===== src/rtl/sdrc_bist_pkg.sv =====
`default_nettype none
// ============================================================================
// Module      : sdrc_bist_pkg
// Description : Shared types and constants for the SDRAM Wishbone BIST engine
//               (FSM states, pattern modes, cycle-type codes, LFSR taps).
// Revision    : 1.0 - initial release
// ============================================================================
package sdrc_bist_pkg;

    typedef enum logic [2:0] {
        S_IDLE      = 3'd0,
        S_WAIT_INIT = 3'd1,
        S_WR_BURST  = 3'd2,
        S_WR_GAP    = 3'd3,
        S_RD_BURST  = 3'd4,
        S_RD_GAP    = 3'd5,
        S_FINISH    = 3'd6
    } bist_state_t;

    typedef enum logic [1:0] {
        PAT_INC  = 2'd0,
        PAT_LFSR = 2'd1,
        PAT_WALK = 2'd2,
        PAT_ADDR = 2'd3
    } pat_mode_t;

    localparam logic [2:0]  CTI_CLASSIC = 3'b000;
    localparam logic [2:0]  CTI_INCR    = 3'b010;
    localparam logic [2:0]  CTI_EOB     = 3'b111;

    // Galois feedback taps, applied on a right shift when bit 0 falls out
    localparam logic [31:0] LFSR_TAPS   = 32'h8020_0003;

endpackage : sdrc_bist_pkg
`default_nettype wire


===== src/rtl/sdrc_bist_patgen.sv =====
`default_nettype none
// ============================================================================
// Module      : sdrc_bist_patgen
// Description : BIST data-pattern generator. Loaded with seed/mode at the
//               start of each phase, stepped once per accepted beat, so the
//               read phase regenerates exactly the write-phase sequence.
// Revision    : 1.0 - initial release
// ============================================================================
module sdrc_bist_patgen
    import sdrc_bist_pkg::*;
#(
    parameter int DW = 32,
    parameter int AW = 26
) (
    input  logic          clk,
    input  logic          rst_n,
    input  logic          i_load,
    input  logic [DW-1:0] i_seed,
    input  logic [1:0]    i_mode,
    input  logic          i_step,
    input  logic [AW-1:0] i_addr,
    output logic [DW-1:0] o_word
);

    localparam logic [DW-1:0] c_TAPS = DW'(LFSR_TAPS);

    pat_mode_t     r_mode;
    logic [DW-1:0] r_acc;
    logic [DW-1:0] w_lfsr_next;
    logic [DW-1:0] w_addr_ext;

    assign w_lfsr_next = {1'b0, r_acc[DW-1:1]} ^ (r_acc[0] ? c_TAPS : '0);

    generate
        if (DW > AW) begin : g_addr_zext
            assign w_addr_ext = {{(DW-AW){1'b0}}, i_addr};
        end else begin : g_addr_trunc
            assign w_addr_ext = i_addr[DW-1:0];
        end
    endgenerate

    // Pattern accumulator: reload from seed, then advance one step per beat
    always_ff @(posedge clk or negedge rst_n) begin
        if (!rst_n) begin
            r_mode <= PAT_INC;
            r_acc  <= '0;
        end else if (i_load) begin
            r_mode <= pat_mode_t'(i_mode);
            // An all-zero LFSR state would lock up; start from 1 instead
            if ((pat_mode_t'(i_mode) == PAT_LFSR) && (i_seed == '0))
                r_acc <= DW'(1);
            else
                r_acc <= i_seed;
        end else if (i_step) begin
            case (r_mode)
                PAT_INC:  r_acc <= r_acc + DW'(1);
                PAT_LFSR: r_acc <= w_lfsr_next;
                PAT_WALK: r_acc <= {r_acc[DW-2:0], r_acc[DW-1]};
                default:  r_acc <= r_acc;
            endcase
        end
    end

    assign o_word = (r_mode == PAT_ADDR) ? w_addr_ext : r_acc;

endmodule : sdrc_bist_patgen
`default_nettype wire


===== src/rtl/sdrc_wb_bist.sv =====
`default_nettype none
// ============================================================================
// Module      : sdrc_wb_bist
// Description : Wishbone-master memory BIST. Writes a pattern over a window
//               in incrementing bursts, reads it back and compares each beat,
//               reporting pass/fail, error count and first failing beat.
// Revision    : 1.0 - initial release
// ============================================================================
module sdrc_wb_bist
    import sdrc_bist_pkg::*;
#(
    parameter int APP_AW    = 26,
    parameter int DW        = 32,
    parameter int CNT_W     = 16,
    parameter int BURST_MAX = 8,
    parameter int TIMEOUT   = 1023
) (
    input  logic              wb_clk_i,
    input  logic              resetn,
    input  logic              start,
    input  logic              sdr_init_done,
    input  logic [APP_AW-1:0] cfg_base_addr,
    input  logic [CNT_W-1:0]  cfg_num_words,
    input  logic [3:0]        cfg_burst_len,
    input  logic [1:0]        cfg_pattern,
    input  logic [DW-1:0]     cfg_seed,
    output logic              wb_cyc_o,
    output logic              wb_stb_o,
    output logic              wb_we_o,
    output logic [APP_AW-1:0] wb_addr_o,
    output logic [DW/8-1:0]   wb_sel_o,
    output logic [DW-1:0]     wb_dat_o,
    output logic [2:0]        wb_cti_o,
    input  logic              wb_ack_i,
    input  logic [DW-1:0]     wb_dat_i,
    output logic              busy,
    output logic              done,
    output logic              pass,
    output logic              timeout,
    output logic [CNT_W-1:0]  err_count,
    output logic [APP_AW-1:0] first_err_addr,
    output logic [DW-1:0]     first_err_data
);

    localparam int                c_TMO_W     = $clog2(TIMEOUT + 1);
    localparam logic [APP_AW-1:0] c_ADDR_STEP = APP_AW'(DW / 8);
    localparam logic [3:0]        c_BMAX      = 4'((BURST_MAX > 15) ? 15 : BURST_MAX);

    bist_state_t         r_state, w_state_nxt;
    logic [APP_AW-1:0]   r_base, r_addr, r_ferr_addr;
    logic [CNT_W-1:0]    r_num, r_remain, r_err;
    logic [3:0]          r_blen, r_beat_left;
    logic                r_single, r_timeout, r_pass;
    logic [1:0]          r_mode;
    logic [DW-1:0]       r_seed, r_ferr_data;
    logic [c_TMO_W-1:0]  r_tmo;

    logic                w_in_burst, w_ack, w_last_beat, w_tmo_hit, w_start;
    logic                w_reload, w_enter_burst, w_mismatch;
    logic [CNT_W-1:0]    w_rem_src;
    logic [3:0]          w_beats, w_cfg_blen;
    logic [DW-1:0]       w_pat;

    assign w_in_burst  = (r_state == S_WR_BURST) || (r_state == S_RD_BURST);
    assign w_ack       = w_in_burst && wb_ack_i;
    assign w_last_beat = w_ack && (r_beat_left == 4'd1);
    assign w_tmo_hit   = w_in_burst && !wb_ack_i && (r_tmo == c_TMO_W'(TIMEOUT - 1));
    assign w_start     = (r_state == S_IDLE) && start;
    // Leaving the last write burst: rewind window for the read phase
    assign w_reload    = (r_state == S_WR_GAP) && (r_remain == '0);
    assign w_rem_src   = w_reload ? r_num : r_remain;
    assign w_beats     = (w_rem_src < CNT_W'(r_blen)) ? w_rem_src[3:0] : r_blen;
    assign w_enter_burst = !w_in_burst &&
                           ((w_state_nxt == S_WR_BURST) || (w_state_nxt == S_RD_BURST));
    assign w_mismatch  = (r_state == S_RD_BURST) && wb_ack_i && (wb_dat_i != w_pat);
    assign w_cfg_blen  = (cfg_burst_len == 4'd0)  ? 4'd1 :
                         (cfg_burst_len > c_BMAX) ? c_BMAX : cfg_burst_len;

    sdrc_bist_patgen #(
        .DW (DW),
        .AW (APP_AW)
    ) u_patgen (
        .clk    (wb_clk_i),
        .rst_n  (resetn),
        .i_load (w_start || w_reload),
        .i_seed (w_start ? cfg_seed : r_seed),
        .i_mode (w_start ? cfg_pattern : r_mode),
        .i_step (w_ack),
        .i_addr (r_addr),
        .o_word (w_pat)
    );

    // State register
    always_ff @(posedge wb_clk_i or negedge resetn) begin
        if (!resetn) r_state <= S_IDLE;
        else         r_state <= w_state_nxt;
    end

    // Next-state decode
    always_comb begin
        w_state_nxt = r_state;
        case (r_state)
            S_IDLE:      if (start) w_state_nxt = S_WAIT_INIT;
            S_WAIT_INIT: if (sdr_init_done)
                             w_state_nxt = (r_num == '0) ? S_FINISH : S_WR_BURST;
            S_WR_BURST:  if (w_tmo_hit)        w_state_nxt = S_FINISH;
                         else if (w_last_beat) w_state_nxt = S_WR_GAP;
            S_WR_GAP:    w_state_nxt = (r_remain == '0) ? S_RD_BURST : S_WR_BURST;
            S_RD_BURST:  if (w_tmo_hit)        w_state_nxt = S_FINISH;
                         else if (w_last_beat) w_state_nxt = S_RD_GAP;
            S_RD_GAP:    w_state_nxt = (r_remain == '0) ? S_FINISH : S_RD_BURST;
            S_FINISH:    w_state_nxt = S_IDLE;
            default:     w_state_nxt = S_IDLE;
        endcase
    end

    // Datapath: config capture, address/count tracking, timeout, compare status
    always_ff @(posedge wb_clk_i or negedge resetn) begin
        if (!resetn) begin
            r_base <= '0;  r_addr <= '0;  r_num <= '0;  r_remain <= '0;
            r_blen <= 4'd1;  r_mode <= '0;  r_seed <= '0;
            r_beat_left <= '0;  r_single <= 1'b0;  r_tmo <= '0;
            r_err <= '0;  r_ferr_addr <= '0;  r_ferr_data <= '0;
            r_timeout <= 1'b0;  r_pass <= 1'b0;
        end else begin
            if (w_start) begin
                r_base <= cfg_base_addr;  r_addr <= cfg_base_addr;
                r_num  <= cfg_num_words;  r_remain <= cfg_num_words;
                r_blen <= w_cfg_blen;  r_mode <= cfg_pattern;  r_seed <= cfg_seed;
                r_err <= '0;  r_ferr_addr <= '0;  r_ferr_data <= '0;
                r_timeout <= 1'b0;  r_pass <= 1'b0;
            end
            if (w_reload) begin
                r_remain <= r_num;
                r_addr   <= r_base;
            end
            if (w_enter_burst) begin
                r_beat_left <= w_beats;
                r_single    <= (w_beats == 4'd1);
                r_tmo       <= '0;
            end
            if (w_ack) begin
                r_addr      <= r_addr + c_ADDR_STEP;
                r_remain    <= r_remain - CNT_W'(1);
                r_beat_left <= r_beat_left - 4'd1;
                r_tmo       <= '0;
            end else if (w_in_burst) begin
                r_tmo <= r_tmo + c_TMO_W'(1);
            end
            if (w_tmo_hit) r_timeout <= 1'b1;
            if (w_mismatch) begin
                if (r_err == '0) begin
                    r_ferr_addr <= r_addr;
                    r_ferr_data <= wb_dat_i;
                end
                if (r_err != '1) r_err <= r_err + CNT_W'(1);
            end
            if ((w_state_nxt == S_FINISH) && (r_state != S_FINISH))
                r_pass <= !w_tmo_hit && !r_timeout && (r_err == '0);
        end
    end

    assign wb_cyc_o  = w_in_burst;
    assign wb_stb_o  = w_in_burst;
    assign wb_we_o   = (r_state == S_WR_BURST);
    assign wb_addr_o = r_addr;
    assign wb_sel_o  = w_in_burst ? '1 : '0;
    assign wb_dat_o  = (r_state == S_WR_BURST) ? w_pat : '0;
    assign wb_cti_o  = (!w_in_burst || r_single) ? CTI_CLASSIC :
                       (r_beat_left == 4'd1)     ? CTI_EOB : CTI_INCR;

    assign busy           = (r_state != S_IDLE) && (r_state != S_FINISH);
    assign done           = (r_state == S_FINISH);
    assign pass           = r_pass;
    assign timeout        = r_timeout;
    assign err_count      = r_err;
    assign first_err_addr = r_ferr_addr;
    assign first_err_data = r_ferr_data;

endmodule : sdrc_wb_bist
`default_nettype wire


===== config.mk =====
export PLATFORM = sky130hd
export DESIGN_NAME = sdrc_wb_bist
export DESIGN_NICKNAME = d
export VERILOG_FILES = /design/src/rtl/sdrc_bist_pkg.sv /design/src/rtl/sdrc_bist_patgen.sv /design/src/rtl/sdrc_wb_bist.sv
export SDC_FILE = /design/constraint.sdc
export NUM_CORES = 1
export LEC_CHECK = 0
export ABC_AREA = 0
export BUFFER_PORTS_ARGS = -buffer_cell sky130_fd_sc_hd__buf_2
export CORE_ASPECT_RATIO = 0.6
export CORE_MARGIN = 3
export CORE_UTILIZATION = 42
export DETAILED_ROUTE_END_ITERATION = 12
export GPL_TIMING_DRIVEN = 0
export SETUP_SLACK_MARGIN = 0.2
export SLEW_MARGIN = 20
export SYNTH_ARGS = -nofsm -noshare
export SYNTH_HDL_FRONTEND = slang
export SYNTH_HIERARCHICAL = 1
export SYNTH_SLANG_ARGS = --single-unit
export TNS_END_PERCENT = 10

===== constraint.sdc =====
create_clock -name wb_clk_i -period 4.8 [get_ports wb_clk_i]
set_input_delay 0.24 -clock wb_clk_i [delete_from_list [all_inputs] [get_ports wb_clk_i]]
set_output_delay 0.24 -clock wb_clk_i [all_outputs]
set_load 0.02 [all_outputs]

==> Implementation_results.wiki, run 1 <==
{| class="wikitable"
! Metric !! Value
|-
| Reg2reg end || u_patgen/r_acc[23]$_DFFE_PN0P_
|-
| Core Rows || 51
|-
| Standard cell with the maximum stage delay on the critical path || sky130_fd_sc_hd__nor2_1
|-
| Antenna diodes || 0
|-
| Cell type with the largest total area after synthesis || sky130_fd_sc_hd__dfrtp_1
|-
| Crit path largest cell delay || 0.79 ns
|-
| Setup slack after placement || 0.3961 ns
|-
| Top library cells by usage in the layout, fill and taps aside || sky130_fd_sc_hd__nand2_1, sky130_fd_sc_hd__buf_2, sky130_fd_sc_hd__dfrtp_1
|-
| Layout cell share with drive strength beyond 1 || 0.1907
|-
| Global-route wire length before repair || 92.44 mm
|-
| Combined flip-flop and latch cell area || around 6300 µm²
|-
| Post-synth net total || 1840
|-
| Final setup skew || 0.02596 ns
|-
| Post-DP Area || 16250 µm²
|-
| Number of buffers added on ports || around 260
|-
| Cell breakdown of the critical path || nor2b_1 -> nand2_2 -> inv_2 -> clkbuf_1 -> clkbuf_1 -> o31ai_1 -> clkbuf_1 -> nor2_1 -> a21oi_1 -> o31ai_1 -> o2bb2ai_1
|-
| Fraction of synthesized cell area taken by the top area cell type || 0.4354
|-
| Final slew viol count || 0
|-
| Area of the die || 36400 µm²
|-
| CTS tree || built
|-
| Predominant post-synthesis flop cell || sky130_fd_sc_hd__dfrtp_1
|-
| Area of combinational cells with multiple inputs || 7358 µm²
|-
| Worst hold slack after final layout || 0.01168 ns
|-
| Remaining DRCs || 0
|-
| Number of synthesized register bits || 250
|-
| CP required || about 5.3 ns
|-
| Number of nets still failing antenna checks after routing || 0
|-
| Share of total power consumed by net switching || 0.5008
|-
| Number of buffers created by CTS || 26
|-
| Starting density of the core || 0.4338
|-
| Kind of cell adding the most delay to the critical path || buffers and inverters
|-
| Iteration count of the initial detailed-routing pass || 5
|-
| Setup TNS || 0 ns
|-
| Leading cell type in the layout, fill and taps excluded || sky130_fd_sc_hd__nand2_1
|-
| Total global routing track utilization || 0.3375
|-
| Run status || finished, final reports clean
|-
| Netlist area before placement || 14310 µm²
|-
| Clock power frac || 0.168
|-
| Number of vias per cell after detailed routing || 5.885
|-
| Final Power || 0.01187 W
|-
| Total global routing overflow || 0
|-
| Initial antenna violation count || 2
|-
| Min-delay worst type || input port to flop
|-
| Worst-path fanout max || 11
|-
| Share of synthesized area occupied by flip-flops and latches || 0.4372
|-
| Worst skew pair latency || 0.57 ns
|-
| Clock sink count || between 200 and 300
|-
| Maximum level of the CTS H-tree || 1
|-
| Maximum number of buffers from clock root to sink || 3
|-
| Die Span Y || 149.0 µm
|-
| Vias || 15.11k
|-
| Portion of total power attributed to sequential cells || 0.321
|-
| Core area || 32990 µm²
|-
| Number of max-capacitance violations reported || 0
|-
| Power per standard cell area || roughly 660 nW/µm²
|-
| FILL cells || between 3k and 4k
|-
| Most frequent cell on the critical path || sky130_fd_sc_hd__clkbuf_1
|-
| Maximum resistive drop on vdd || 0.0003144 V
|-
| Pin count of the biggest net entering global routing || 93
|-
| RSZ-0062 raised after global routing || yes
|-
| Master cell of the clock root buffer || sky130_fd_sc_hd__clkbuf_16
|-
| Top post-synthesis cells by area || sky130_fd_sc_hd__dfrtp_1, sky130_fd_sc_hd__nand2_1, sky130_fd_sc_hd__a21oi_1
|-
| Worst setup SP type || flop
|-
| Net switching power figure || 0.005943 W
|-
| Depth of the most critical reg-to-reg path || 11
|-
| Worst path arrival time || 5.05 ns
|-
| Worst setup slack for register-to-register paths || 0.23 ns
|-
| Endpoint of the worst setup timing path || u_patgen/r_acc[23]$_DFFE_PN0P_
|-
| Distinct cells, synth || 94
|-
| Min cycle time layout || approximately 4.6 ns
|-
| Final #Nets || 2232
|-
| Layout overhead on the synthesized area || 26.14%
|-
| Number of buffer and inverter stages on the critical path || 4
|-
| Setup violation total in the final timing report || 0
|-
| Horizontal extent of the die || 244.3 µm
|-
| Number of global-route vias before repair || 14.22k
|-
| Async S/R FF share, synth || 1.000
|-
| Total non-filler cell area in the finished layout || 18050 µm²
|-
| EDFF count, synth || 0
|-
| Number of logic stages on the critical path including buffering || 11
|-
| Least-Margin Pin Slew || around 1.2 ns
|-
| Final worst setup slack || 0.2251 ns
|-
| Leakage dissipation || 8.305 nW
|-
| WL final || 62.38 mm
|-
| Total count of hold-check failures in the final report || 0
|-
| Start point of the critical path || r_state[0]$_DFF_PN0_
|-
| Internal Pwr Total || 0.005925 W
|-
| Wire length per cell || about 24 µm
|-
| Clock transition at the registers of the reported paths || 0.07 ns
|-
| Nature of the critical path endpoint || flop
|-
| Syn Inst Count || ~1.7k
|-
| Placer's final routability congestion estimate || 0.9604
|-
| Category of the most critical setup path || flop to flop
|-
| Comb pwr share || 0.511
|-
| Slew Limit Headroom || 0.2332
|-
| Count of yosys warnings during synthesis || 6
|-
| Average footprint of a synthesized cell || 8.389 µm²
|-
| Tcrit/Tclk final || 0.9531
|-
| Top Ports || 263
|-
| Detailed placement HPWL || 47.45 mm
|-
| Highest clock rate || 0.2186 GHz
|-
| DRC violation total after the first TritonRoute iteration || 1923
|-
| Worst reg2reg startpoint || r_state[0]$_DFF_PN0_
|}
## power by group through the flow
stage	Sequential, W	Combinational (W)	Clock, W
2_1_floorplan	0.00378	0.00345	0
3_3_place_gp	0.00378	0.00575	0
3_5_place_dp	0.00379	0.00582	0
4_1_cts	0.00376	0.00590	0.00202
5_1_grt	0.00389	0.00651	0.00210
6_report	0.00381	0.00606	0.00200
## cell type report
class                      instances  share of cell area
buffer                           124             0.03243
clock buffer                      36             0.03867
clock inverter                    12            0.005614
inverter                          30            0.006237
multi-input combinational       1302              0.4076
sequential                       250              0.3466
tap                              450             0.03119
timing repair buffer             364              0.1317
## cells in the mapped netlist (17+ instances only)
| cell | instances |
|---|---|
| sky130_fd_sc_hd__nand3_1 | 46 |
| sky130_fd_sc_hd__ha_1 | 17 |
| sky130_fd_sc_hd__a211oi_1 | 17 |
| sky130_fd_sc_hd__a21oi_1 | 80 |
| sky130_fd_sc_hd__xor2_1 | 25 |
| sky130_fd_sc_hd__nor4_1 | 25 |
| sky130_fd_sc_hd__nor3_1 | 37 |
| sky130_fd_sc_hd__a22oi_1 | 30 |
| sky130_fd_sc_hd__mux2_2 | 23 |
| sky130_fd_sc_hd__o21ai_1 | 76 |
| sky130_fd_sc_hd__and2_1 | 39 |
| sky130_fd_sc_hd__dfrtp_1 | 249 |
| sky130_fd_sc_hd__inv_1 | 27 |
| sky130_fd_sc_hd__nor2_1 | 94 |
| sky130_fd_sc_hd__nand2_1 | 445 |
| sky130_fd_sc_hd__o22ai_1 | 18 |
| sky130_fd_sc_hd__xnor2_1 | 26 |
| sky130_fd_sc_hd__nand4_1 | 24 |
| sky130_fd_sc_hd__o21ai_0 | 52 |
| sky130_fd_sc_hd__clkbuf_1 | 76 |
## worst min-delay path, cell delays in order
cell,delay (ns)
sky130_fd_sc_hd__buf_2,0.08
sky130_fd_sc_hd__nand2_1,0.04
sky130_fd_sc_hd__nand2_1,0.15
## state kept, by name (all words and copies together) (netlist names)
register,count
r_tmo,10
r_blen,4
timeout,1
r_single,1
r_state,3
r_mode,2
r_base,26
r_num,16
wb_addr_o,26
pass,1
r_remain,16
u_patgen/r_acc,32
first_err_data,32
r_seed,32
err_count,16
u_patgen/r_mode,2
r_beat_left,4
first_err_addr,26
## worst min path at each step
stage	startpoint	endpoint	slack (ns)	cells past startpoint
3_5_place_dp	resetn	r_beat_left[1]$_DFFE_PN0P_	0.29	1
5_1_grt	cfg_seed[22]	r_seed[22]$_DFF_PN0_	0.03	3
4_1_cts	cfg_seed[20]	r_seed[20]$_DFF_PN0_	0.001	3
3_3_place_gp	cfg_burst_len[3]	r_blen[0]$_DFFE_PN1P_	0.44	2
2_1_floorplan	resetn	err_count[0]$_DFF_PN0_	-0.06	0
6_report	cfg_seed[22]	r_seed[22]$_DFF_PN0_	0.01	3
## metal layers
layer,share of wire,global-route usage
met1,0.46,0.5219
met2,0.39,0.4529
met3,0.13,0.1112
met4,0.022,0.06762
met5,0,0
## repair_timing
action                                 CTS  global route
endpoints found under the hold margin  192             0
resized for setup                        0             1
setup endpoints to repair                0            19
hold buffers                           100             0
setup buffers                            0             0
## stage by stage
stage / util / cells
3_5_place_dp: 0.4926 / 2420
3_3_place_gp: 0.4907 / 2418
5_1_grt: 0.5472 / 2568
6_report: 0.5472 / 2568
2_1_floorplan: - / 1706
4_1_cts: 0.5472 / 2568
## kinds of logic (layout without fill, tap and decap cells)
group,count (synthesis),count (layout),share of synthesized area
and+or+nand+nor,805,805,0.2637
buffers and inverters,154,566,0.04869
adders and majority gates,17,17,0.01486
xor gates and xnor gates,52,52,0.03235
DFF,250,250,0.4372
muxes,31,31,0.02378
AOI/OAI and AO/OA,397,397,0.1794
Note: power is estimated with default switching activity, not from simulation.
==> run 2: changes to the inputs <==
--- a/config.mk
+++ b/config.mk
@@ -8,10 +8,11 @@
 export ABC_AREA = 0
 export BUFFER_PORTS_ARGS = -buffer_cell sky130_fd_sc_hd__buf_2
 export CORE_ASPECT_RATIO = 0.6
-export CORE_MARGIN = 3
+export CORE_MARGIN = 1.5
 export CORE_UTILIZATION = 42
 export DETAILED_ROUTE_END_ITERATION = 12
 export GPL_TIMING_DRIVEN = 0
+export REMOVE_ABC_BUFFERS = 1
 export SETUP_SLACK_MARGIN = 0.2
 export SLEW_MARGIN = 20
 export SYNTH_ARGS = -nofsm -noshare
==> run 2 against run 1 <==
Against the previous run: clock power barely moved; count of clock-buffer cells in the layout grew 3; power down 5.6%; sequential power up 2%; hold slack better by 0.024 ns; first-iteration DRC count fell by 26%; wire length shrank 22%; non-clock buffer count is 107 lower; setup slack gained 0.16 ns; die area decreased by 3.2%; fmax increased by 3.6%; cell area shrank 0.79%; critical path type unchanged.
==> Implementation_results.wiki, run 2 (same netlist as run 1, synthesis figures left out) <==
{| class="wikitable"
! Metric !! Value
|-
| Final #Nets || 2125 (was 2232)
|-
| Worst skew pair latency || 0.54 ns (was 0.57 ns)
|-
| Initial antenna violation count || 0 (was 2)
|-
| Final slew viol count || 0 (unchanged)
|-
| Worst hold slack after final layout || 0.03555 ns (was 0.01168 ns)
|-
| FILL cells || 3179 (was 3108)
|-
| WL final || 48.55 mm (was 62.38 mm)
|-
| Global-route wire length before repair || 75.89 mm (was 92.44 mm)
|-
| Placed cells || 2318 (was 2420)
|-
| Placer's final routability congestion estimate || 0.9436 (was 0.9604)
|-
| Post-route insts no fill || 2470 (was 2568)
|-
| Power per standard cell area || 625.8 nW/µm² (was 657.4 nW/µm²)
|-
| CP required || 5.23 ns (was 5.27 ns)
|-
| Setup violation total in the final timing report || 0 (unchanged)
|-
| Setup slack after placement || 0.2163 ns (was 0.3961 ns)
|-
| Slew Limit Headroom || 0.3794 (was 0.2332)
|-
| Min cycle time layout || 4.418 ns (was 4.575 ns)
|-
| Maximum level of the CTS H-tree || 1 (unchanged)
|-
| Leakage dissipation || 8.191 nW (was 8.305 nW)
|-
| Remaining DRCs || 0 (unchanged)
|-
| CTS tree || built (unchanged)
|-
| Highest clock rate || 0.2264 GHz (was 0.2186 GHz)
|-
| Core area || 33640 µm² (was 32990 µm²)
|-
| Worst-path fanout max || 20 (was 11)
|-
| Number of buffers added on ports || 262 (unchanged)
|-
| Pin count of the biggest net entering global routing || 85 (was 93)
|-
| Horizontal extent of the die || 241.3 µm (was 244.3 µm)
|-
| Number of buffers created by CTS || 26 (unchanged)
|-
| Master cell of the clock root buffer || sky130_fd_sc_hd__clkbuf_16 (unchanged)
|-
| Maximum resistive drop on vdd || 0.0003003 V (was 0.0003144 V)
|-
| Wire length per cell || 19.65 µm (was 24.29 µm)
|-
| Worst setup SP type || flop (unchanged)
|-
| Antenna diodes || 0 (unchanged)
|-
| Iteration count of the initial detailed-routing pass || 5 (unchanged)
|-
| Least-Margin Pin Slew || 0.9309 ns (was 1.150 ns)
|-
| Die Span Y || 146.0 µm (was 149.0 µm)
|-
| Total global routing overflow || 0 (unchanged)
|-
| Number of max-capacitance violations reported || 0 (unchanged)
|-
| Worst path arrival time || 4.85 ns (was 5.05 ns)
|-
| Maximum number of buffers from clock root to sink || 3 (unchanged)
|-
| Clock transition at the registers of the reported paths || 0.06 ns (was 0.07 ns)
|-
| Top Ports || 263 (unchanged)
|-
| Number of global-route vias before repair || 13.04k (was 14.22k)
|-
| Top library cells by usage in the layout, fill and taps aside || sky130_fd_sc_hd__nand2_1, sky130_fd_sc_hd__buf_2, sky130_fd_sc_hd__dfrtp_1 (unchanged)
|-
| Layout overhead on the synthesized area || 25.14% (was 26.14%)
|-
| Clock sink count || 250 (unchanged)
|-
| Number of vias per cell after detailed routing || 5.633 (was 5.885)
|-
| DRC violation total after the first TritonRoute iteration || 1418 (was 1923)
|-
| Total global routing track utilization || 0.2742 (was 0.3375)
|-
| Min-delay worst type || input port to flop (unchanged)
|-
| Final worst setup slack || 0.3823 ns (was 0.2251 ns)
|-
| Starting density of the core || 0.4255 (was 0.4338)
|-
| RSZ-0062 raised after global routing || yes (unchanged)
|-
| Vias || 13.91k (was 15.11k)
|-
| Final setup skew || 0.009897 ns (was 0.02596 ns)
|-
| Total count of hold-check failures in the final report || 0 (unchanged)
|-
| Leading cell type in the layout, fill and taps excluded || sky130_fd_sc_hd__nand2_1 (unchanged)
|-
| Category of the most critical setup path || flop to flop (unchanged)
|-
| Area of the die || 35230 µm² (was 36400 µm²)
|-
| Detailed placement HPWL || 34.48 mm (was 47.45 mm)
|-
| Nature of the critical path endpoint || flop (unchanged)
|-
| Core Rows || 52 (was 51)
|-
| Layout cell share with drive strength beyond 1 || 0.1969 (was 0.1907)
|-
| Run status || finished, final reports clean (unchanged)
|-
| Tcrit/Tclk final || 0.9204 (was 0.9531)
|-
| Setup bufs post-CTS || 0 (unchanged)
|-
| Number of nets still failing antenna checks after routing || 0 (unchanged)
|}
## run 2: routing by layer
| layer | vias up | part of all wire | global-route usage | routed length, µm |
|---|---|---|---|---|
| met4 | 0 | 0.020 | 0.05063 | 952 |
| met3 | 55 | 0.089 | 0.07056 | 4331 |
| met5 | - | 0 | 0 | 0 |
| met2 | 555 | 0.41 | 0.3806 | 19960 |
| li1 | 6556 | - | - | - |
| met1 | 6747 | 0.48 | 0.4264 | 23300 |
## run 2: worst max-delay path, stage by stage (launching register included)
cell	delay, ns
sky130_fd_sc_hd__dfrtp_1	0.39
sky130_fd_sc_hd__ha_2	0.54
sky130_fd_sc_hd__buf_16	0.23
sky130_fd_sc_hd__mux2_2	0.44
sky130_fd_sc_hd__xor2_1	0.18
sky130_fd_sc_hd__nor4_1	0.66
sky130_fd_sc_hd__nand4_1	0.37
sky130_fd_sc_hd__o2111ai_4	0.48
sky130_fd_sc_hd__or2_1	0.62
sky130_fd_sc_hd__mux2i_1	0.16
sky130_fd_sc_hd__a21o_1	0.21
## run 2: stage by stage
step           cell area (µm²)  utilization  TNS [ns]  power (W)
2_1_floorplan            13730            -         0   0.007006
3_3_place_gp             15610       0.4642   -695.48   0.008855
3_5_place_dp             16030       0.4766         0   0.009082
4_1_cts                  17900       0.5323         0    0.01120
5_1_grt                  17910       0.5325         0    0.01198
6_report                 17910       0.5325         0    0.01121
## run 2: final timing paths
check                                          startpoint                          end  slack (ns)  cells after the start
setup / recovery           u_patgen/r_mode[0]$_DFFE_PN0P_       err_count[4]$_DFF_PN0_        0.38                     10
setup reg to reg           u_patgen/r_mode[0]$_DFFE_PN0P_       err_count[4]$_DFF_PN0_        0.38                     10
min in group asynchronous                          resetn        r_num[11]$_DFFE_PN0P_        0.21                      2
hold reg to reg                     r_base[7]$_DFFE_PN0P_        r_base[7]$_DFFE_PN0P_        0.47                      2
max in group asynchronous                          resetn  first_err_addr[7]$_DFF_PN0_        3.53                      4
hold / removal                               cfg_seed[18]         r_seed[18]$_DFF_PN0_        0.04                      3
## run 2: what timing repair did
action                     4_1_cts  5_1_grt
hold endpoints to repair       169        0
gates resized for setup          0        2
setup endpoints to repair        0       60
hold buffers                   104        0
## run 2: where the power goes
part / switching, W / internal (W) / total [W]
clock: 0.000880 / 0.00112 / 0.00200
combinational: 0.00344 / 0.00189 / 0.00533
sequential: 0.000960 / 0.00291 / 0.00387
total: 0.00528 / 0.00593 / 0.0112
## run 2: cell type report
type | instances | area (µm²) | area share
Multi-Input combinational cell | 1302 | 7416 | 0.4140
Clock buffer | 39 | 780.7 | 0.04359
Sequential cell | 250 | 6257 | 0.3494
Clock inverter | 9 | 50.05 | 0.002794
Tap cell | 459 | 574.3 | 0.03206
Inverter | 30 | 115.1 | 0.006427
Timing Repair Buffer | 381 | 2718 | 0.1517
